$ cat src/rtl/sigmoid_share_arbiter.sv
// sigmoid_share_arbiter
// Shares one piecewise-linear sigmoid datapath between two requesters.
// Port 0 is the encoder-side stream and port 1 is the decoder-side stream.
// A round-robin arbiter feeds a 3-stage stallable pipeline:
//   S1 captures the sample, S2 does the segment lookup, S3 does the multiply-add.
// Results leave on one tagged output channel that uses valid/ready.
//
// Ports:
//   clk, rst             clock and asynchronous active-high reset
//   in0_valid/data/ready requester 0 handshake, sample x in Q8.8
//   in1_valid/data/ready requester 1 handshake, sample x in Q8.8
//   out_valid/data/id    result sigmoid(x) in Q8.8, plus the owning requester
//   out_ready            consumer accepts the result
//   busy                 some pipeline stage holds a valid sample
//   sat_count            saturating count of results taken from a flat segment
//   clr_count            synchronous clear of sat_count
module sigmoid_share_arbiter #(
  parameter int DW    = 16,
  parameter int CNT_W = 16
) (
  input  logic             clk,
  input  logic             rst,
  input  logic             in0_valid,
  input  logic [DW-1:0]    in0_data,
  output logic             in0_ready,
  input  logic             in1_valid,
  input  logic [DW-1:0]    in1_data,
  output logic             in1_ready,
  output logic             out_valid,
  output logic [DW-1:0]    out_data,
  output logic             out_id,
  input  logic             out_ready,
  output logic             busy,
  output logic [CNT_W-1:0] sat_count,
  input  logic             clr_count
);

  logic          stall;
  logic          grant0;
  logic          grant1;
  logic          accept;
  logic          rr_ptr;

  logic          s1_valid;
  logic [DW-1:0] s1_x;
  logic          s1_id;

  logic          s2_valid;
  logic [DW-1:0] s2_x;
  logic          s2_id;
  logic [DW-1:0] s2_grad;
  logic [DW-1:0] s2_off;
  logic          s2_sat;

  logic          s3_valid;
  logic          s3_sat;

  logic          ovf;
  logic [DW-1:0] neg_x;
  logic [10:0]   mag;
  logic [3:0]    seg;
  logic [DW-1:0] lut_grad;
  logic [DW-1:0] lut_off;

  logic signed [2*DW-1:0] prod;
  logic [DW-1:0]          mac;
  logic                   unused_bits;

  // The whole pipeline freezes while the result at the output is not taken,
  // even if upstream stages hold bubbles; this keeps the control trivial.
  assign stall = s3_valid & ~out_ready;

  // Round-robin grant: a lone requester always wins, a tie goes to rr_ptr.
  always_comb begin
    grant0 = in0_valid & (~in1_valid | ~rr_ptr);
    grant1 = in1_valid & (~in0_valid | rr_ptr);
  end

  // Ready is gated by rst so nothing looks accepted while reset is held.
  assign in0_ready = grant0 & ~stall & ~rst;
  assign in1_ready = grant1 & ~stall & ~rst;
  assign accept    = in0_ready | in1_ready;

  // Pointer moves to the other requester after every accepted transfer.
  always_ff @(posedge clk or posedge rst) begin
    if (rst) begin
      rr_ptr <= 1'b0;
    end else if (accept) begin
      rr_ptr <= ~grant1;
    end
  end

  // S1: capture the granted sample and its owner.
  always_ff @(posedge clk or posedge rst) begin
    if (rst) begin
      s1_valid <= 1'b0;
      s1_x     <= '0;
      s1_id    <= 1'b0;
    end else if (!stall) begin
      s1_valid <= accept;
      s1_x     <= grant1 ? in1_data : in0_data;
      s1_id    <= grant1;
    end
  end

  // Segment selection. ovf flags any integer part outside the 3-bit range; the
  // magnitude is taken modulo 2^11, so exactly -8.0 folds onto segment 0.
  always_comb begin
    ovf   = |({(DW-12){s1_x[DW-1]}} ^ s1_x[DW-2:11]);
    neg_x = -s1_x;
    mag   = s1_x[DW-1] ? neg_x[10:0] : s1_x[10:0];
    seg   = ovf ? 4'd8 : {1'b0, mag[10:8]};
  end

  // Gradient/offset table for the positive half; the negative half reuses the
  // same gradients and mirrors the offset around 0.5 using sigmoid(-x)=1-sigmoid(x).
  always_comb begin
    lut_grad = '0;
    lut_off  = 16'h0100;
    case (seg)
      4'd0: begin lut_grad = 16'h003B; lut_off = 16'h0080; end
      4'd1: begin lut_grad = 16'h0026; lut_off = 16'h0093; end
      4'd2: begin lut_grad = 16'h0012; lut_off = 16'h00BD; end
      4'd3: begin lut_grad = 16'h0008; lut_off = 16'h00DD; end
      4'd4: begin lut_grad = 16'h0003; lut_off = 16'h00F0; end
      4'd5: begin lut_grad = 16'h0001; lut_off = 16'h00F9; end
      default: begin lut_grad = 16'h0000; lut_off = 16'h0100; end
    endcase
    if (s1_x[DW-1]) begin
      lut_off = 16'h0100 - lut_off;
    end
  end

  // S2: hold lookup results alongside the sample for the multiply-add.
  always_ff @(posedge clk or posedge rst) begin
    if (rst) begin
      s2_valid <= 1'b0;
      s2_x     <= '0;
      s2_id    <= 1'b0;
      s2_grad  <= '0;
      s2_off   <= '0;
      s2_sat   <= 1'b0;
    end else if (!stall) begin
      s2_valid <= s1_valid;
      s2_x     <= s1_x;
      s2_id    <= s1_id;
      s2_grad  <= lut_grad;
      s2_off   <= lut_off;
      s2_sat   <= (seg >= 4'd6);
    end
  end

  // Q8.8 times Q8.8 gives Q16.16; bits [23:8] bring it back to Q8.8.
  always_comb begin
    prod = $signed(s2_grad) * $signed(s2_x);
    mac  = prod[23:8] + s2_off;
  end

  assign unused_bits = ^{prod[2*DW-1:24], prod[7:0], neg_x[DW-1:11]};

  // S3: the output register; it holds steady whenever the consumer stalls.
  always_ff @(posedge clk or posedge rst) begin
    if (rst) begin
      s3_valid <= 1'b0;
      out_data <= '0;
      out_id   <= 1'b0;
      s3_sat   <= 1'b0;
    end else if (!stall) begin
      s3_valid <= s2_valid;
      out_data <= mac;
      out_id   <= s2_id;
      s3_sat   <= s2_sat;
    end
  end

  assign out_valid = s3_valid;
  assign busy      = s1_valid | s2_valid | s3_valid;

  // Counts saturated results as they are actually handed off; it sticks at
  // all-ones instead of wrapping, and a clear wins over a same-cycle increment.
  always_ff @(posedge clk or posedge rst) begin
    if (rst) begin
      sat_count <= '0;
    end else if (clr_count) begin
      sat_count <= '0;
    end else if (s3_valid && out_ready && s3_sat && (sat_count != {CNT_W{1'b1}})) begin
      sat_count <= sat_count + 1'b1;
    end
  end

endmodule

$ cat config.mk
export PLATFORM = sky130hd
export DESIGN_NAME = sigmoid_share_arbiter
export DESIGN_NICKNAME = d
export VERILOG_FILES = /design/src/rtl/sigmoid_share_arbiter.sv
export SDC_FILE = /design/constraint.sdc
export NUM_CORES = 1
export LEC_CHECK = 0
export BUFFER_PORTS_ARGS = -buffer_cell sky130_fd_sc_hd__buf_2
export CORE_UTILIZATION = 43
export DETAILED_ROUTE_END_ITERATION = 10
export PLACE_DENSITY = 0.73
export REMOVE_ABC_BUFFERS = 1
export SLEW_MARGIN = 20
export SYNTH_ARGS = -nofsm -noshare
export SYNTH_HDL_FRONTEND = slang
export SYNTH_SLANG_ARGS = --single-unit
export TNS_END_PERCENT = 20
$ cat constraint.sdc
create_clock -name clk -period 6.2 [get_ports clk]
set_clock_uncertainty 0.2 [all_clocks]
set_input_delay 0.93 -clock clk [delete_from_list [all_inputs] [get_ports clk]]
set_output_delay 0.93 -clock clk [all_outputs]
set_load 0.005 [all_outputs]
Yosys cells after proc, flatten, opt, wreduce, memory -nomap -nowiden
Index checks and enable logic that the tools add are counted.
- flip-flop bits (word level): 95
- output and inout port bits: 37
- logic and storage cells: 61
- bits of input ports: 38
- equality and inequality tests: 6
- reduce and logical (&&, ||, !) cells: 6
- magnitude comparators: 1
- bitwise operators: 20
- mux-type cells: 8
- $mul: 1
- $add $sub $neg: 4
- operators with widths (kind ; number):
    16-bit two-way mux ; 4
    9-bit case mux with 6 select lines ; 1
    6-bit case mux with 6 select lines ; 1
    7-bit by 16-bit multiplier with 23-bit output ; 1
    16-bit by 1-bit adder with 16-bit output, second input constant ; 1
    16-bit adder ; 1
    16-bit inequality test, second input constant ; 1
    9-bit by 16-bit subtractor with 16-bit output, first input constant ; 1
    11-bit two-way mux ; 1
    11-bit negation ; 1
    4-bit by 2-bit == test with 1-bit output, second input constant ; 2
    4-bit by 3-bit == test with 1-bit output, second input constant ; 2
    1-bit bitwise AND ; 7
    1-bit NOT ; 7
    1-bit OR ; 5
    4-bit by 1-bit == test with 1-bit output, second input constant ; 1
    4-bit by 3-bit >= comparator with 1-bit output, second input constant ; 1
    4-bit zero test ; 1
    4-bit two-way mux ; 1
    4-bit OR reduction ; 1
    4-bit bitwise XOR ; 1
    1-bit logical AND ; 3
    2-bit nonzero test ; 1

Longest topological paths before layout
Gate-level depths: netlist (run 1).
- depth after elaboration: 7
- depth in mapped cells: 29
- mapped depth without buffers: 28

Worst setup path before layout (run 1)
Ideal clock, no wire load.
- path kind: reg2reg
- from: reg s2_grad[3]
- to: reg out_data[15]
- data arrival time: 6.274 ns
- setup time: 0.125 ns
- buffers on the path: 1
- clock period less this slack: 6.598 ns
- slack: -0.398 ns
- stages on the path, launching flop included: 30
- data required time: 5.875 ns
- cell sequence: dfrtp_1 > clkbuf_1 > and2_1 > fa_1 > inv_1 > fa_1 > inv_1 > fa_1 > inv_1 > fa_1 > inv_1 > ha_1 > o21ai_0 > a21oi_1 > and2_1 > o21a_1 > o21a_1 > o21a_1 > nor2_1 > xnor2_1 > ha_1 > o21ai_0 > nor3_1 > a21oi_2 > a21oi_1 > a31oi_1 > o21ai_0 > xnor2_1 > xnor3_1 > mux2_2
- cells in the longest elaborated chain, start to end: 2
- RTL lines (what ; RTL line ; source):
    start: declaration ; 51 ; logic [DW-1:0] s2_grad;
    start signal: assignment ; 147 ; s2_grad <= lut_grad;
    7-bit by 16-bit multiplier with 23-bit output ; 155 ; prod = $signed(s2_grad) * $signed(s2_x);
    16-bit adder ; 156 ; mac = prod[23:8] + s2_off;
    end signal: assignment ; 170 ; out_data <= mac;
    end: declaration ; 30 ; output logic [DW-1:0] out_data,
No other way between the ends.
A chain may end at the register's enable or synchronous reset.

Worst setup path in the final report (run 1)
- from: reg s2_x[5]
- to: reg out_data[14]
- cells in the longest elaborated chain, start to end: 2
- RTL lines (what ; RTL line ; source):
    start: declaration ; 49 ; logic [DW-1:0] s2_x;
    start signal: assignment ; 138 ; s2_x <= '0;
    start signal: assignment ; 145 ; s2_x <= s1_x;
    7-bit by 16-bit multiplier with 23-bit output ; 155 ;
    16-bit adder ; 156 ;
No other way between the ends.

==> results of run 1 <==
[area by class of cell]
type	count	share of cell area (%)
multi-input combinational	688	56.3
sequential	95	23.4
timing repair buffer	169	10.8
inverter	97	3.61
tap	234	2.88
clock buffer	9	2.22
clock inverter	7	0.788
[worst max-delay path, delay by kind of cell (launching register included)]
family,cells,cell delay [ps]
fa+ha+maj,6,2550
compound gates,9,1610
buf+inv,7,540
simple gates,4,510
flops,1,430
mux,1,270
xor+xnor,1,110
[cells in the final DEF (no fill, tap or decap), types with 24 or more instances in the layout]
| cell | count |
|---|---|
| nor2_1 | 56 |
| a21oi_1 | 26 |
| xnor2_1 | 24 |
| fa_1 | 66 |
| ha_1 | 54 |
| nand2_1 | 129 |
| inv_1 | 94 |
| and2_1 | 76 |
| o21ai_0 | 47 |
| buf_2 | 74 |
| dfrtp_1 | 94 |
| buf_4 | 92 |
[cell families after synthesis]
| logic type | Yosys count |
|---|---|
| xor gates and xnor gates | 46 |
| adders and majority gates | 131 |
| and+or+nand+nor | 333 |
| buffers and inverters | 130 |
| DFF | 95 |
| AOI/OAI and AO/OA | 157 |
| muxes | 21 |
[stage by stage]
stage / area [um2] / hold WS (ps) / util [%] / cells
2_1_floorplan: 8140 / 239 / - / 880
3_3_place_gp: 9390 / 250 / 50.1 / 1265
3_5_place_dp: 9390 / 253 / 50.1 / 1265
4_1_cts: 9960 / 269 / 53.1 / 1293
5_1_grt: 10200 / 303 / 54.1 / 1299
6_report: 10200 / 263 / 54.1 / 1299
[layer usage]
layer / global-route usage, % / vias to the layer above / part of all wire (%)
li1: - / 3294 / -
met1: 28.3 / 3279 / 47
met2: 32.7 / 124 / 48
met3: 2.51 / 21 / 3.2
met4: 6.64 / 0 / 1.6
met5: 0 / - / 0
[repair_timing]
action / 4_1_cts / 5_1_grt
resized for setup: 42 / 23
pin swaps: 48 / 26
setup buffers: 12 / 6
setup endpoints to repair: 6 / 7
gates cloned: 0 / 0
endpoints found under the hold margin: 0 / 0
[where the power goes]
part	switching, W	leakage, nW	total, W	internal [W]
Combinational	0.000729	3.96	0.00139	0.000657
Clock	0.000252	0.148	0.000570	0.000318
Sequential	0.000236	1.22	0.00104	0.000805
[state kept, by name (all words and copies together), names as in the netlist]
signal / count
out_data: 16
s1_x: 16
s2_off: 16
s2_x: 16
sat_count: 16
s2_grad: 6
out_id: 1
out_valid: 1
rr_ptr: 1
s1_id: 1
s1_valid: 1
s2_id: 1
s2_sat: 1
s2_valid: 1
s3_sat: 1
[worst max path at each step]
stage / endpoint
final: out_data[14]$_DFFE_PP0N_
after global routing: out_data[14]$_DFFE_PP0N_
after CTS: out_data[15]$_DFFE_PP0N_
after detailed placement: out_data[15]$_DFFE_PP0N_
after global placement: out_data[15]$_DFFE_PP0N_
after floorplan: out_data[15]$_DFFE_PP0N_
==> impl_metrics.toml, run 1 <==
[synthesis]
synth_commonest_cells = "nand2_1, inv_1, dfrtp_1"
synth_cell_types = 61
yosysMostFrequentCell = "nand2_1"
ys_seq_elements = 95
synth.cell_area_um2 = 8260
yosys_warnings = 0
synth_top_area_share_pct = 28.8
synth_top_family_by_area = "adder cells"
synthCells = 913
async_reset_ff_share_pct = 100
synth_top_cell_by_area = "dfrtp_1"
synth-compound-area-share_pct = 12.3
synth_xor_area_share_pct = 5.04
ys_seq_area_share_pct = 28.8
yosys.area_share.simple_pct = 19.4
synth_flop_cell = "dfrtp_1"
synth-edff-count = 0
muxShareOfSynthArea_pct = 2.65
synth_area_leaders = "dfrtp_1, fa_1, ha_1"
syn_avg_cell_area_um2 = 9.05
synthAdderAreaFrac_pct = 25.9

[pwr]
p_leak_nw = 5.33
p_per_area_nw_per_um2 = 295
ir_worst_vdd_uv = 252
p_total_w = 0.00300

[drt]
routedWlPerCell_um = 14.6
drt-total-wl_um = 18900
vias = 6718
drtPass1Iterations = 5
postRouteAntennaNets = 0
drt_iter0_drc = 323
viasPerCell = 5.17
drc = 0

[worst_setup_path]
r2r_setup_slack_ps = -160
start_kind = "flop"
reg2reg_to = "out_data[14]$_DFFE_PP0N_"
max_stage_delay_ps = 530
cp.arrival_ps = 6390
cp_data_required_time_ps = 6230
worstSetupPathType = "reg -> reg"
slowest_stage = "fa_1"
crit_start = "s2_x[5]$_DFFE_PP0N_"
cp_max_fo = 5
cp-end-kind = "flop"
reg2reg_depth = 28
cpMostUsedCell = "inv_1"
r2r-start = "s2_x[5]$_DFFE_PP0N_"

[layout]
antennaDiodeCount = 0
area_delta_synth_final_pct = 23.0
layout-drive-gt1-share_pct = 24.4
regArea_um2 = 2380
n_fill_cell = 1659
layout.nets = 1228
multi_input_area_um2 = 5720

[global_routing]
antenna_found_initial = 0
grt_usage_pct = 20.3
grt_max_degree = 79
grt_pass1_vias = 6755
grt_first_pass_wirelength_um = 32300
overflow = 0

[worst_hold_path]
hp-class = "reg -> reg"
holdCritStartpoint = "out_data[1]$_DFFE_PP0N_"
hold_path_depth = 2
min_to = "out_data[1]$_DFFE_PP0N_"

[run]
cap_violations = 0

[clock_network]
root_buffer = "clkbuf_16"
cts_tree = "yes"
cts.sinks = 95
cts.clk_slew.worst_paths_ps = 70
ctsHoldBuffers = 0
clk_latency_ps = 350
htreeDepth = 3
clockBufferDepth = 2
numCtsBuffers = 9

[timing]
worst_pin_slew_ps = 989
setup_ws_ps = -160
rsz0062_at_grt = "true"
max_freq_mhz = 157
setup_violations = 4
min_period_over_period_pct = 103
min_period_ps = 6360
hold_violations = 0
finalSetupTns_ps = -447
slew-limit-headroom_pct = 34.1
drv_slew = 0

[floorplanning]
start_util_pct = 44.0
die_y_um = 141
design.core.area_um2 = 18800
die_width_um = 141
io_pins = 75
die_area_um2 = 19800
std_cell_rows = 50

[run_status]
status = "finished with violations"
violations = "setup timing"

[place]
dp_worst_setup_slack_ps = -417
gp_congestion = 0.842
io_buffers = 74
dp_hpwl_um = 14200
No activity file was read; power rests on OpenSTA's default activity.
==> run 2, diff against run 1 <==
Settings changed: MAX_ROUTING_LAYER from default to met4, RECOVER_POWER from default to 50.
==> run 2 against run 1 <==
The flow finishes with violations (capacitance limit, slew limit, setup timing). Register-to-register slack about the same. Fmax is essentially flat. Hold slack improved by 0.98 ps. Worst setup slack got worse by 4.9 ps. First-iteration DRC count rose by 17%. Sequential cell count unchanged. Die area unchanged. Sequential power about the same. Combinational power about the same. Critical path type unchanged. Highest routed layer unchanged.
==> impl_metrics.toml, run 2 (synthesized netlist as in run 1, its figures left out) <==
[clock_network]
cts_tree = "yes"
clockBufferDepth = 2
cts.clk_slew.worst_paths_ps = 70
root_buffer = "clkbuf_16"
cts.sinks = 95
ctsHoldBuffers = 0
clk_latency_ps = 350
numCtsBuffers = 9
htreeDepth = 3

[timing]
slew-limit-headroom_pct = -103
setup_violations = 4
worst_pin_slew_ps = 3020
max_freq_mhz = 157
rsz0062_at_grt = "true"
setup_ws_ps = -165
drv_slew = 117
min_period_ps = 6360
hold_violations = 0
min_period_over_period_pct = 103

[floorplanning]
io_pins = 75
die_width_um = 141
design.core.area_um2 = 18800
start_util_pct = 44.0
die_y_um = 141
std_cell_rows = 50
die_area_um2 = 19800

[layout]
final_area_um2 = 10100
antennaDiodeCount = 0
area_delta_synth_final_pct = 22.6
layout-drive-gt1-share_pct = 22.9
layout.nets = 1228
final_cell_mix = "nand2_1, inv_1, dfrtp_1"
layout_commonest_cell = "nand2_1"

[run_status]
status = "finished with violations"
violations = "capacitance limit, slew limit, setup timing"

[pwr]
p_leak_nw = 5.26
switching_share_pct = 40.6
p_seq_share_pct = 34.7
pwr-share-comb_pct = 46.2
internal_power_w = 0.00178
p_switching_w = 0.00121
p_total_w = 0.00299
p_clk_share_pct = 19.0
p_per_area_nw_per_um2 = 295
ir_worst_vdd_uv = 244

[drt]
drc = 0
viasPerCell = 5.19
vias = 6741
drt-total-wl_um = 18900
drt_iter0_drc = 379
drtPass1Iterations = 4
routedWlPerCell_um = 14.5
postRouteAntennaNets = 0

[place]
io_buffers = 74
dp_hpwl_um = 14200
placedInstanceArea_um2 = 9390
gp_congestion = 0.855

[worst_setup_path]
path_buf_inv = 7
cp-end-kind = "flop"
slowest_stage = "fa_1"
cp.arrival_ps = 6400
cp_top_family = "adder cells"
cp_data_required_time_ps = 6230
cpMostUsedCell = "inv_1"
max_stage_delay_ps = 530
start_kind = "flop"
cp_max_fo = 5
worstSetupPathType = "reg -> reg"

[global_routing]
antenna_found_initial = 0
grt_max_degree = 79
grt_first_pass_wirelength_um = 32200
overflow = 0
grt_usage_pct = 20.9
grt_pass1_vias = 6758

[run]
cap_violations = 3

[worst_hold_path]
hp-class = "reg -> reg"
==> run 2: cell count changes in the layout (fill, tap and decap cells not counted), sizes merged <==
| cell | before | now |
|---|---|---|
| clkbuf | 9 | 24 |
| buf | 169 | 154 |
| inv | 100 | 99 |
| clkinvlp | 1 | 2 |
==> run 2: power by group through the flow <==
stage               clock network (W)  registers [W]  logic (W)
finish                       0.000569        0.00104    0.00138
global route                 0.000606        0.00107    0.00155
CTS                          0.000583        0.00103    0.00134
detailed placement                  0        0.00104    0.00127
global placement                    0        0.00103    0.00123
floorplan                           0       0.000984   0.000759
==> run 2: per-stage QoR <==
| step | setup slack (ps) | instances | TNS [ps] | utilization, % | hold slack, ps |
|---|---|---|---|---|---|
| 4_1_cts | -124 | 1293 | -206 | 53.1 | 269 |
| 5_1_grt | -378 | 1299 | -1360 | 54.0 | 303 |
| 6_report | -165 | 1299 | -451 | 54.0 | 264 |
| 2_1_floorplan | -313 | 880 | -313 | - | 239 |
| 3_3_place_gp | -287 | 1265 | -999 | 50.1 | 250 |
| 3_5_place_dp | -417 | 1265 | -1450 | 50.1 | 253 |
==> run 2: worst register-to-register path: cells and delay by family (launching register included) <==
kind	cells	cell delay, ps
AOI/OAI and AO/OA	9	1610
xor gates and xnor gates	1	110
adders and majority gates	6	2550
buffers and inverters	7	540
DFF	1	430
muxes	1	270
and+or+nand+nor	4	510
==> run 2: metal layers <==
metal / track usage (%) / wire, um / part of all wire, %
met1: 28.2 / 8930 / 47
met2: 32.7 / 9090 / 48
met3: 2.68 / 600 / 3.2
met4: 6.64 / 276 / 1.5
met5: - / 0 / 0
==> run 2: timing repair <==
item	in CTS	in global routing
resized for setup	42	23
buffers inserted	12	6
endpoints found under the setup margin	6	7
pin swaps	48	26
==> run 2: worst paths after layout <==
path,endpoint,slack (ps),depth (start not counted),from
hold reg to reg,out_data[1]$_DFFE_PP0N_,260,2,out_data[1]$_DFFE_PP0N_
setup / recovery,out_data[14]$_DFFE_PP0N_,-160,28,s2_x[5]$_DFFE_PP0N_
max in group asynchronous,s2_x[6]$_DFFE_PP0N_,1600,3,rst
setup reg to reg,out_data[14]$_DFFE_PP0N_,-160,28,s2_x[5]$_DFFE_PP0N_
min in group asynchronous,s1_valid$_DFFE_PP0N_,940,2,rst
hold / removal,out_data[1]$_DFFE_PP0N_,260,2,out_data[1]$_DFFE_PP0N_
==> run 2: final cells by class <==
class | count | area [um2]
well taps | 234 | 293
fillers | 1672 | 8640
multi-input cells | 688 | 5710
flip-flops and latches | 95 | 2380
inverters | 97 | 365
clock inverters | 7 | 80.1
repair buffers | 169 | 1070
clock buffers | 9 | 225
